File: src/rtl/serial_add_arb_pkg.sv
// Shared types and constants for the bit-serial adder arbiter.
package serial_add_pkg;

  localparam int unsigned DEFAULT_WIDTH = 8;

  typedef enum logic [1:0] {
    IDLE,
    ADD,
    DONE
  } state_t;

  function automatic int unsigned cnt_width(input int unsigned width);
    return (width < 2) ? 1 : $clog2(width);
  endfunction

endpackage

File: src/rtl/serial_add_arb_if.sv
// Request/response bundle for serial_add_arb; SERIAL_ADD_SUB_EN adds the per-request subtract flags.
interface serial_add_arb_if
  import serial_add_pkg::*;
#(
  parameter int unsigned WIDTH = DEFAULT_WIDTH
);
  logic             req0_valid;
  logic [WIDTH-1:0] req0_a;
  logic [WIDTH-1:0] req0_b;
  logic             req0_ready;
  logic             req1_valid;
  logic [WIDTH-1:0] req1_a;
  logic [WIDTH-1:0] req1_b;
  logic             req1_ready;
`ifdef SERIAL_ADD_SUB_EN
  logic             req0_sub;
  logic             req1_sub;
`endif
  logic             rsp_valid;
  logic             rsp_ready;
  logic             rsp_id;
  logic [WIDTH-1:0] rsp_sum;
  logic             rsp_carry;

  modport master (
`ifdef SERIAL_ADD_SUB_EN
    output req0_sub, req1_sub,
`endif
    output req0_valid, req0_a, req0_b, req1_valid, req1_a, req1_b, rsp_ready,
    input  req0_ready, req1_ready, rsp_valid, rsp_id, rsp_sum, rsp_carry
  );

  modport slave (
`ifdef SERIAL_ADD_SUB_EN
    input  req0_sub, req1_sub,
`endif
    input  req0_valid, req0_a, req0_b, req1_valid, req1_a, req1_b, rsp_ready,
    output req0_ready, req1_ready, rsp_valid, rsp_id, rsp_sum, rsp_carry
  );

endinterface

File: src/rtl/serial_add_arb_bit.sv
// One-bit full adder cell built from two half-adder stages.
module serial_add_bit (
  input  logic a_i,
  input  logic b_i,
  input  logic c_i,
  output logic s_o,
  output logic c_o
);
  logic hs1, hc1, hc2;

  assign hs1 = a_i ^ b_i;
  assign hc1 = a_i & b_i;
  assign s_o = hs1 ^ c_i;
  assign hc2 = hs1 & c_i;
  assign c_o = hc1 | hc2;

endmodule

File: src/rtl/serial_add_arb.sv
// Round-robin arbiter feeding two requesters into one shared bit-serial adder cell.
// Optional SERIAL_ADD_SUB_EN: per-request subtract (b inverted, carry-in 1).
module serial_add_arb
  import serial_add_pkg::*;
#(
  parameter int unsigned WIDTH = DEFAULT_WIDTH
) (
  input logic             clk,
  input logic             rst_n,
  serial_add_arb_if.slave bus
);
  localparam int unsigned    CW       = cnt_width(WIDTH);
  localparam logic [CW-1:0]  CNT_LAST = CW'(WIDTH - 1);

  state_t           state_q, state_d;
  logic [WIDTH-1:0] a_q, b_q, sum_q;
  logic [CW-1:0]    cnt_q;
  logic             carry_q, rsp_carry_q, rsp_id_q, last_q, sub_q;
  logic             grant0, grant1, accept, sub_sel;
  logic             s_bit, c_bit, b_bit;

  // last_q holds the index granted last; the other requester wins a tie
  assign grant0 = bus.req0_valid & (~bus.req1_valid | last_q);
  assign grant1 = bus.req1_valid & (~bus.req0_valid | ~last_q);

`ifdef SERIAL_ADD_SUB_EN
  assign sub_sel = grant0 ? bus.req0_sub : bus.req1_sub;
`else
  assign sub_sel = 1'b0;
`endif

  assign bus.req0_ready = (state_q == IDLE) & grant0;
  assign bus.req1_ready = (state_q == IDLE) & grant1;
  assign bus.rsp_valid  = (state_q == DONE);
  assign bus.rsp_id     = rsp_id_q;
  assign bus.rsp_sum    = sum_q;
  assign bus.rsp_carry  = rsp_carry_q;

  assign b_bit = b_q[0] ^ sub_q;

  serial_add_bit u_cell (
    .a_i (a_q[0]),
    .b_i (b_bit),
    .c_i (carry_q),
    .s_o (s_bit),
    .c_o (c_bit)
  );

  always_ff @(posedge clk or negedge rst_n) begin
    if (!rst_n) state_q <= IDLE;
    else        state_q <= state_d;
  end

  always_comb begin
    state_d = state_q;
    accept  = 1'b0;
    case (state_q)
      IDLE: if (grant0 | grant1) begin
        accept  = 1'b1;
        state_d = ADD;
      end
      ADD:  if (cnt_q == CNT_LAST) state_d = DONE;
      DONE: if (bus.rsp_ready) state_d = IDLE;
      default: state_d = IDLE;
    endcase
  end

  always_ff @(posedge clk or negedge rst_n) begin
    if (!rst_n) begin
      a_q         <= '0;
      b_q         <= '0;
      sum_q       <= '0;
      cnt_q       <= '0;
      carry_q     <= 1'b0;
      rsp_carry_q <= 1'b0;
      rsp_id_q    <= 1'b0;
      sub_q       <= 1'b0;
      last_q      <= 1'b1;
    end else if (accept) begin
      a_q      <= grant0 ? bus.req0_a : bus.req1_a;
      b_q      <= grant0 ? bus.req0_b : bus.req1_b;
      sub_q    <= sub_sel;
      carry_q  <= sub_sel;
      cnt_q    <= '0;
      rsp_id_q <= grant1;
      last_q   <= grant1;
    end else if (state_q == ADD) begin
      // sum fills from the MSB so the first (LSB) result bit lands in bit 0 after WIDTH shifts
      a_q     <= a_q >> 1;
      b_q     <= b_q >> 1;
      sum_q   <= {s_bit, sum_q[WIDTH-1:1]};
      carry_q <= c_bit;
      cnt_q   <= cnt_q + 1'b1;
      if (cnt_q == CNT_LAST) rsp_carry_q <= c_bit;
    end
  end

endmodule

File: src/flat_wrapper.sv
// flat-port wrapper written by rule: the top's interface ports become plain ports
module serial_add_arb_flat import serial_add_pkg::*;
#(
  parameter int unsigned WIDTH = DEFAULT_WIDTH
)
  (clk, rst_n, bus_req0_valid, bus_req0_a, bus_req0_b, bus_req1_valid, bus_req1_a, bus_req1_b, bus_rsp_ready, bus_req0_ready, bus_req1_ready, bus_rsp_valid, bus_rsp_id, bus_rsp_sum, bus_rsp_carry);
  serial_add_arb_if #(.WIDTH(WIDTH)) bus_i ();
  input logic clk;
  input logic rst_n;
  input wire logic [$bits(bus_i.req0_valid)-1:0] bus_req0_valid;
  input wire logic [$bits(bus_i.req0_a)-1:0] bus_req0_a;
  input wire logic [$bits(bus_i.req0_b)-1:0] bus_req0_b;
  input wire logic [$bits(bus_i.req1_valid)-1:0] bus_req1_valid;
  input wire logic [$bits(bus_i.req1_a)-1:0] bus_req1_a;
  input wire logic [$bits(bus_i.req1_b)-1:0] bus_req1_b;
  input wire logic [$bits(bus_i.rsp_ready)-1:0] bus_rsp_ready;
  output wire logic [$bits(bus_i.req0_ready)-1:0] bus_req0_ready;
  output wire logic [$bits(bus_i.req1_ready)-1:0] bus_req1_ready;
  output wire logic [$bits(bus_i.rsp_valid)-1:0] bus_rsp_valid;
  output wire logic [$bits(bus_i.rsp_id)-1:0] bus_rsp_id;
  output wire logic [$bits(bus_i.rsp_sum)-1:0] bus_rsp_sum;
  output wire logic [$bits(bus_i.rsp_carry)-1:0] bus_rsp_carry;
  assign bus_i.req0_valid = bus_req0_valid;
  assign bus_i.req0_a = bus_req0_a;
  assign bus_i.req0_b = bus_req0_b;
  assign bus_i.req1_valid = bus_req1_valid;
  assign bus_i.req1_a = bus_req1_a;
  assign bus_i.req1_b = bus_req1_b;
  assign bus_i.rsp_ready = bus_rsp_ready;
  assign bus_req0_ready = bus_i.req0_ready;
  assign bus_req1_ready = bus_i.req1_ready;
  assign bus_rsp_valid = bus_i.rsp_valid;
  assign bus_rsp_id = bus_i.rsp_id;
  assign bus_rsp_sum = bus_i.rsp_sum;
  assign bus_rsp_carry = bus_i.rsp_carry;
  serial_add_arb #(.WIDTH(WIDTH)) u_core (.clk(clk), .rst_n(rst_n), .bus(bus_i));
endmodule
File: config.mk
export PLATFORM = sky130hd
export DESIGN_NAME = serial_add_arb_flat
export DESIGN_NICKNAME = d
export VERILOG_FILES = /design/src/rtl/serial_add_arb_pkg.sv /design/src/rtl/serial_add_arb_if.sv /design/src/rtl/serial_add_arb_bit.sv /design/src/rtl/serial_add_arb.sv /design/src/flat_wrapper.sv
export SDC_FILE = /design/constraint.sdc
export NUM_CORES = 1
export LEC_CHECK = 0
export ABC_AREA = 0
export CORE_AREA = 2 2 54 56
export CTS_CLUSTER_DIAMETER = 200
export DETAILED_ROUTE_END_ITERATION = 8
export DIE_AREA = 0 0 56 58
export DONT_BUFFER_PORTS = 1
export PLACE_DENSITY = 0.75
export SLEW_MARGIN = 30
export SYNTH_ARGS = -nofsm -noshare
export SYNTH_HDL_FRONTEND = slang
export SYNTH_SLANG_ARGS = --single-unit
export TNS_END_PERCENT = 10
File: constraint.sdc
create_clock -name clk -period 1.7 [get_ports clk]
set_input_delay 0.425 -clock clk [delete_from_list [all_inputs] [get_ports clk]]
set_output_delay 0.425 -clock clk [all_outputs]
set_load 0.02 [all_outputs]
### Word-level counts from Yosys, hierarchy flattened

Cells that the tools add are included.

| storage, ports and cells | value |
|---|---|
| logic and storage cells | 53 |
| output and inout port bits | 13 |
| register bits after elaboration | 33 |
| input port bits | 37 |

| operators by class | value |
|---|---|
| mux-type cells | 16 |
| bitwise logic cells | 16 |
| eq/ne operators | 6 |
| reduce and logical (&&, ||, !) cells | 5 |
| add/subtract/negate cells | 1 |

Operators by type and width:

| operator | count |
|---|---|
| $mux W8 | 6 |
| $and A1 B1 Y1 | 6 |
| $mux W2 | 3 |
| $mux W3 | 2 |
| $pmux W2 S3 | 1 |
| $reduce_and A3 Y1 | 2 |
| $mux W1 | 4 |
| $ne A2 B2 Y1 const B | 2 |
| $not A1 Y1 | 4 |
| $or A1 B1 Y1 | 4 |
| $add A3 B1 Y3 const B | 1 |
| $eq A3 B3 Y1 const B | 1 |
| $eq A2 B1 Y1 const B | 1 |
| $eq A2 B2 Y1 const B | 1 |
| $logic_not A2 Y1 | 1 |
| $ne A2 B1 Y1 const B | 1 |
| $reduce_and A2 Y1 | 1 |
| $reduce_bool A2 Y1 | 1 |
| $xor A1 B1 Y1 | 2 |

### Longest topological paths before layout

Gate-level depths: netlist (run 1).

| logic depth | value |
|---|---|
| word-level depth | 8 |
| mapped depth | 7 |

### Modules after synthesis

From an unflattened synthesis (run 1), not the netlist that was laid out.

| second synthesis, totals | value |
|---|---|
| cells, all modules | 189 |
| area, all modules | 1639.1 um^2 |

Modules (own cells, without submodules):

| module | sequential area each (um^2) | times used | cells an instance | area an instance (um^2) |
|---|---|---|---|---|
| serial_add_arb | 827.0 | 1 | 188 | 1619.1 |
| serial_add_bit | 0.0 | 1 | 1 | 20.0 |

### Least setup slack after synthesis (run 1)

Ideal clock, no wire load.

| timing | value |
|---|---|
| path kind | input to output |
| from | in bus_req1_valid |
| to | out bus_req0_ready |
| slack | -0.002 ns |
| stages on the path | 6 |
| path buffers | 3 |
| data arrival time | 1.277 ns |
| cell sequence | buf_4 > inv_2 > o21ai_1 > buf_4 > buf_8 > nor3_2 |

| between the ends | value |
|---|---|
| cells in the longest elaborated chain, start to end | 4 |

RTL lines:

| item | line | RTL |
|---|---|---|
| start, declared | flat_wrapper.sv:13 | `input wire logic [$bits(bus_i.req1_valid)-1:0] bus_req1_valid;` |
| $not A1 Y1 | serial_add_arb.sv:23 | `assign grant0 = bus.req0_valid & (~bus.req1_valid \| last_q);` |
| $or A1 B1 Y1 | serial_add_arb.sv:23 |  |
| $and A1 B1 Y1 | serial_add_arb.sv:23 |  |
| $and A1 B1 Y1 | serial_add_arb.sv:32 | `assign bus.req0_ready = (state_q == IDLE) & grant0;` |
| end, declared | flat_wrapper.sv:17 | `output wire logic [$bits(bus_i.req0_ready)-1:0] bus_req0_ready;` |

No other way between the ends.

### Worst setup path after layout (run 1)

| timing | value |
|---|---|
| from | reg u_core.last_q |
| to | out bus_req0_ready |

| between the ends | value |
|---|---|
| cells in the longest elaborated chain, start to end | 3 |

RTL lines:

| item | line | RTL |
|---|---|---|
| start, declared | serial_add_arb.sv:18 | `logic carry_q, rsp_carry_q, rsp_id_q, last_q, sub_q;` |
| start signal, assigned | serial_add_arb.sv:86 | `last_q <= grant1;` |
| $or A1 B1 Y1 | serial_add_arb.sv:23 |  |
| $and A1 B1 Y1 | serial_add_arb.sv:23 |  |
| $and A1 B1 Y1 | serial_add_arb.sv:32 |  |

No other way between the ends.

==> results of run 1 <==
-- stage by stage --
step / setup TNS (ps) / utilization, % / cells
2_1_floorplan: 0 / - / 151
3_3_place_gp: 0 / 60.0 / 178
3_5_place_dp: 0 / 60.0 / 178
4_1_cts: 0 / 64.6 / 191
5_1_grt: -59.9 / 64.9 / 191
6_report: 0 / 64.9 / 191
-- worst register-to-register path, stage by stage, from the launching register on --
cell     delay (ps)
dfrtp_2         440
buf_4           160
nor3_1          160
or2_1           440
a22oi_1         130
o21ai_1         120
-- worst paths after layout --
path / endpoint / slack, ps
min in group asynchronous: u_core.bus.rsp_sum[1] / 550
worst max-delay path: bus_req0_ready / 10
worst min register to register: u_core.a_q[3] / 520
worst max register to register: u_core.a_q[6] / 180
worst min-delay path: u_core.last_q / 160
max in group asynchronous: u_core.last_q / 910
-- what timing repair did --
item	4_1_cts	5_1_grt
hold endpoints to repair	33	0
hold buffers	2	0
gates cloned	0	0
gates resized for setup	3	2
endpoints found under the setup margin	1	2
setup buffers	4	0
pin swaps	1	0
-- cell type report --
type                            count  area [um2]
Clock buffer                        7        55.1
Multi-Input combinational cell    106         692
Fill cell                         225         935
Timing Repair Buffer               12         105
Sequential cell                    33         830
Inverter                            2        7.51
Tap cell                           31        38.8
-- report_power, final --
part	switching, mW	internal [mW]	total, mW	leakage [nW]
clock	0.246	0.195	0.441	0.0314
sequential	0.367	1.13	1.49	0.416
combinational	0.583	0.480	1.06	0.386
total	1.20	1.80	3.00	0.834
-- flip-flops by register name, summed over array words and instances, names as in the netlist --
register,count
u_core.a_q,8
u_core.b_q,8
u_core.bus.rsp_sum,8
u_core.cnt_q,3
u_core.state_q,2
u_core.bus.rsp_carry,1
u_core.bus.rsp_id,1
u_core.carry_q,1
u_core.last_q,1
-- Yosys cell counts --
cell type	instances	area share (%)
nor2b_1	1	0.40
nand3_1	2	0.64
a21oi_1	6	1.9
nor3_2	1	0.64
inv_1	1	0.24
dfstp_2	1	1.7
buf_8	1	0.95
clkbuf_1	1	0.24
a31oi_1	1	0.40
nor2_2	1	0.40
buf_4	3	1.4
mux2i_1	16	10
nor2_1	2	0.48
nand2b_1	2	0.79
o21a_1	1	0.48
dfrtp_1	32	51
or2_1	1	0.40
fa_1	1	1.3
nand2_1	32	7.6
ha_1	2	1.6
a22oi_1	13	6.2
mux2_1	1	0.72
a22oi_2	1	0.79
o21ai_2	1	0.56
buf_6	1	0.72
o21ai_1	19	6.0
nor3_1	1	0.32
buf_2	4	1.3
inv_2	1	0.24
xnor2_1	1	0.56
-- metal layers --
| metal | share of wire (%) | wire length (um) | up-vias | GRT usage, % |
|---|---|---|---|---|
| met3 | 7.1 | 219 | 7 | 8.71 |
| met5 | 0 | 0 | - | 0 |
| met1 | 41 | 1250 | 547 | 26.7 |
| li1 | - | - | 548 | - |
| met4 | 1.4 | 44 | 0 | 7.82 |
| met2 | 51 | 1550 | 43 | 34.3 |
-- cells by family after synthesis --
kind of cell,count (synthesis)
xor gates and xnor gates,1
AOI/OAI and AO/OA,42
muxes,17
DFF,33
buffers and inverters,12
adders and majority gates,3
and+or+nand+nor,43
==> flow_metrics.py, run 1 <==
metrics = {
    "sta": {
        "rsz0062_at_grt": "true",
        "drv_slew": 0,
        "slew_headroom_pct": 64.8,
        "fin_hold_ws_ps": 157,
        "skew_ps": 5.75,
        "setup_ws_ps": 13.1,
        "tightest_slew_ps": 528,
        "max_freq_mhz": 593,
        "setup_viol": 0,
        "hold_viol": 0,
        "period_minus_slack_ps": 1690,
        "fin_crit_sh_pct": 99.2,
    },
    "logic_synthesis": {
        "synth-compound-area-share_pct": 16.4,
        "seq_area_frac_synth_pct": 52.5,
        "syn_area_per_cell_um2": 10.4,
        "synth_seq_cells": 33,
        "syn_nets": 191,
        "synthAdderAreaFrac_pct": 2.86,
        "syn_inst": 151,
        "synth-xor-area-share_pct": 0.556,
        "synth.distinct_cells": 30,
        "synthSimpleGateAreaFrac_pct": 11.7,
        "muxShareOfSynthArea_pct": 10.9,
        "synth_top_family_by_area": "compound AO/OA/AOI/OAI gates",
        "netlist_area_um2": 1570,
        "yosysWarnings": 0,
    },
    "detailed_routing": {
        "dr.pass1.iters": 4,
        "ant_nets": 0,
        "vias": 1145,
        "drt_first_iter_violations": 39,
        "wire_per_inst_um": 16.0,
        "drc": 0,
        "post_drt_via_cell_ratio": 5.99,
        "wirelength_mm": 3.06,
    },
    "setup_path": {
        "critical_path_depth": 2,
        "crit_slowest_cell": "dfstp_2",
        "slowest_delay_ps": 590,
        "end_kind": "primary output",
        "reg2reg_depth": 5,
        "cp_max_fo": 4,
        "worst-path-buf-inv": 0,
        "rr_startpoint": "u_core.state_q[0]",
        "critical_path_arrival_ps": 1260,
        "critPathLaunchType": "flop",
        "startpoint": "u_core.last_q",
        "worstPathCellList": "o21ai_4 -> nor3_4",
        "path_class": "flop to primary output",
        "required_ps": 1270,
        "cp_top_family": "flip-flops",
    },
    "clock_network": {
        "worstSkewPairLatency_ps": 330,
        "clock-sinks": 33,
        "numCtsBuffers": 5,
        "h-tree-depth": 2,
        "tritoncts": "done",
        "cts.path.max_buffers": 2,
        "cts_root_buf": "clkbuf_4",
        "clk_pin_slew_ps": 90,
    },
    "status": {
        "status": "complete, no violations",
    },
    "placed_design": {
        "dp_hpwl_mm": 2.10,
        "place_area_um2": 1600,
        "portBuffers": 0,
        "place_ws_ps": 229,
        "gp_congestion": 0.784,
    },
    "grt": {
        "grt_max_degree": 34,
        "antenna_found_initial": 0,
        "gr-usage-all-layers_pct": 21.5,
        "first_global_vias": 1150,
        "overflow": 0,
        "grt_pass1_wl_mm": 5.33,
    },
    "die": {
        "io_pins": 50,
        "die_x_um": 56,
        "fp.coreArea_um2": 2660,
        "rows": 19,
        "initial_utilization_pct": 59.1,
        "die_y_um": 58,
        "die-area_um2": 3250,
    },
    "power": {
        "leakage_nw": 0.834,
        "p_per_area_nw_per_um2": 1730,
        "ir_drop_mv": 1.18,
        "finalPower_mw": 3.00,
    },
    "final_layout": {
        "final_nets": 200,
        "final_common_cell": "nand2_1",
        "post-route-cell-area_um2": 1730,
        "antenna_cells": 0,
        "most-common-layout-cells": "nand2_1 (32), dfrtp_1 (30), o21ai_1 (18)",
        "layout-drive-gt1-share_pct": 17.5,
        "syn2layout_area_growth_pct": 9.78,
    },
    "worst_hold_path": {
        "hp-class": "primary input to flop",
        "holdPathStages": 1,
        "min_from": "bus_req0_valid",
    },
    "run": {
        "drv_cap": 0,
    },
}
Note: power is estimated with default switching activity, not from simulation.
==> run 2: changes to the inputs <==
--- a/config.mk
+++ b/config.mk
@@ -11,7 +11,8 @@
 export DETAILED_ROUTE_END_ITERATION = 8
 export DIE_AREA = 0 0 56 58
 export DONT_BUFFER_PORTS = 1
-export PLACE_DENSITY = 0.75
+export PLACE_DENSITY = 0.82
+export RECOVER_POWER = 50
 export SLEW_MARGIN = 30
 export SYNTH_ARGS = -nofsm -noshare
 export SYNTH_HDL_FRONTEND = slang
==> run 2 against run 1 <==
Clock power is essentially flat. Sequential power about the same. Die area unchanged. Register-to-register slack improved by 30 ps. Combinational power barely moved. Sequential cell count is the same. First-iteration DRC count up 23%. Non-clock buffer count increased by 1. Fmax rose by 0.95%. Critical path type unchanged. Critical endpoint unchanged. Largest cell class unchanged. Largest power group unchanged. Highest routed layer unchanged.
==> flow_metrics.py, run 2 (synthesis gave the netlist of run 1 again) <==
metrics = {
    "status": {
        "status": "complete, no violations",
    },
    "power": {
        "p_sw_share_pct": 40.3,
        "ir_drop_mv": 1.26,
        "power_frac_comb_pct": 35.9,
        "leakage_nw": 0.845,
        "finalPower_mw": 3.04,
        "internal-power_mw": 1.82,
        "p_per_area_nw_per_um2": 1740,
        "switchingPower_mw": 1.23,
        "clkPwrFrac_pct": 14.5,
        "seqPwrFrac_pct": 49.6,
    },
    "setup_path": {
        "crit_slowest_cell": "dfstp_2",
        "worstPathCellList": "o21ai_4 -> nor3_4",
        "required_ps": 1270,
        "slowest_delay_ps": 590,
        "reg2reg_depth": 4,
        "r2r_slack_ps": 210,
        "end_kind": "primary output",
        "r2r-end": "u_core.b_q[5]",
        "path_class": "flop to primary output",
        "cp_max_fo": 4,
        "critical_path_arrival_ps": 1250,
        "rr_startpoint": "u_core.state_q[1]",
        "startpoint": "u_core.last_q",
        "critPathLaunchType": "flop",
    },
    "final_layout": {
        "final_common_cell": "nand2_1",
        "multiInputGateArea_um2": 698,
        "layout-drive-gt1-share_pct": 18.6,
        "antenna_cells": 0,
        "register_area_um2": 830,
        "syn2layout_area_growth_pct": 11.0,
        "fill_cells": 217,
        "post-route-cell-area_um2": 1750,
        "post-route-util_pct": 65.6,
        "most-common-layout-cells": "nand2_1 (31), dfrtp_1 (30), o21ai_1 (17)",
        "final_nets": 201,
    },
    "clock_network": {
        "cts_root_buf": "clkbuf_4",
        "h-tree-depth": 2,
        "tritoncts": "done",
        "cts.path.max_buffers": 2,
        "clk_pin_slew_ps": 90,
        "worstSkewPairLatency_ps": 330,
        "clock-sinks": 33,
        "numCtsBuffers": 5,
    },
    "placed_design": {
        "gp_congestion": 0.766,
        "place_area_um2": 1600,
        "portBuffers": 0,
        "dp_hpwl_mm": 2.14,
    },
    "sta": {
        "hold_viol": 0,
        "setup_viol": 0,
        "skew_ps": 4.74,
        "drv_slew": 0,
        "tns_ps": 0,
        "fin_crit_sh_pct": 98.3,
        "slew_headroom_pct": 46.2,
        "rsz0062_at_grt": "true",
        "max_freq_mhz": 598,
        "tightest_slew_ps": 807,
        "period_minus_slack_ps": 1670,
    },
    "run": {
        "drv_cap": 0,
    },
    "detailed_routing": {
        "drc": 0,
        "post_drt_via_cell_ratio": 6.02,
        "wire_per_inst_um": 16.2,
        "drt_first_iter_violations": 48,
        "ant_nets": 0,
        "vias": 1156,
        "wirelength_mm": 3.12,
        "dr.pass1.iters": 4,
    },
    "die": {
        "rows": 19,
        "fp.coreArea_um2": 2660,
        "die-area_um2": 3250,
        "initial_utilization_pct": 59.1,
        "io_pins": 50,
        "die_x_um": 56,
        "die_y_um": 58,
    },
    "grt": {
        "first_global_vias": 1103,
        "gr-usage-all-layers_pct": 20.2,
        "antenna_found_initial": 0,
        "grt_max_degree": 34,
        "overflow": 0,
        "grt_pass1_wl_mm": 4.93,
    },
    "worst_hold_path": {
        "holdPathStages": 1,
        "min_from": "bus_req0_valid",
        "hp-class": "primary input to flop",
        "min_to": "u_core.last_q",
    },
}
[run 2: cell count changes in the layout (fill, tap and decap cells not counted), sizes merged]
cell	delta
clkbuf	+1
[run 2: final cells by class]
class	instances	share of cell area (%)
tap	31	2.22
inverter	2	0.430
clock buffer	7	3.15
multi-input combinational	106	40.0
sequential	33	47.5
timing repair buffer	13	6.73
[run 2: per-layer routing]
layer | vias to the layer above | share of wire (%) | global-route usage, %
met5 | - | 0 | 0
li1 | 546 | - | -
met1 | 560 | 41 | 23.8
met3 | 8 | 6.6 | 7.81
met4 | 0 | 2.7 | 8.16
met2 | 42 | 49 | 33.4
[run 2: power groups by stage]
stage	clock (mW)	combinational [mW]	sequential, mW
6_report	0.442	1.09	1.51
5_1_grt	0.484	1.23	1.55
4_1_cts	0.452	1.03	1.51
3_5_place_dp	0	0.994	1.51
3_3_place_gp	0	0.922	1.49
2_1_floorplan	0	0.829	1.44
[run 2: repair_timing]
item / CTS / global route
buffers inserted: 1 / 5
endpoints found under the hold margin: 33 / 0
setup endpoints to repair: 2 / 2
pin swaps: 2 / 3
gates resized for setup: 4 / 4
hold buffers: 2 / 0
[run 2: metrics by stage]
stage	hold WS, ps	setup WS [ps]	instances
2_1_floorplan	129	80.8	151
3_3_place_gp	130	139	177
3_5_place_dp	130	89.1	177
4_1_cts	149	-40.8	187
5_1_grt	144	-34.1	192
6_report	169	29.0	192
[run 2: how the worst max path moves through the flow]
stage                                 to  depth (start not counted)
after floorplan           bus_req0_ready                          6
after global placement     u_core.b_q[0]                          5
after detailed placement   u_core.b_q[0]                          5
after CTS                 bus_req0_ready                          2
after global routing      bus_req1_ready                          4
final                     bus_req0_ready                          2
[run 2: critical path, delay by kind of cell (launching register included)]
kind            cells  cell delay, ps
compound gates      1              70
flops               1             590
simple gates        1             250
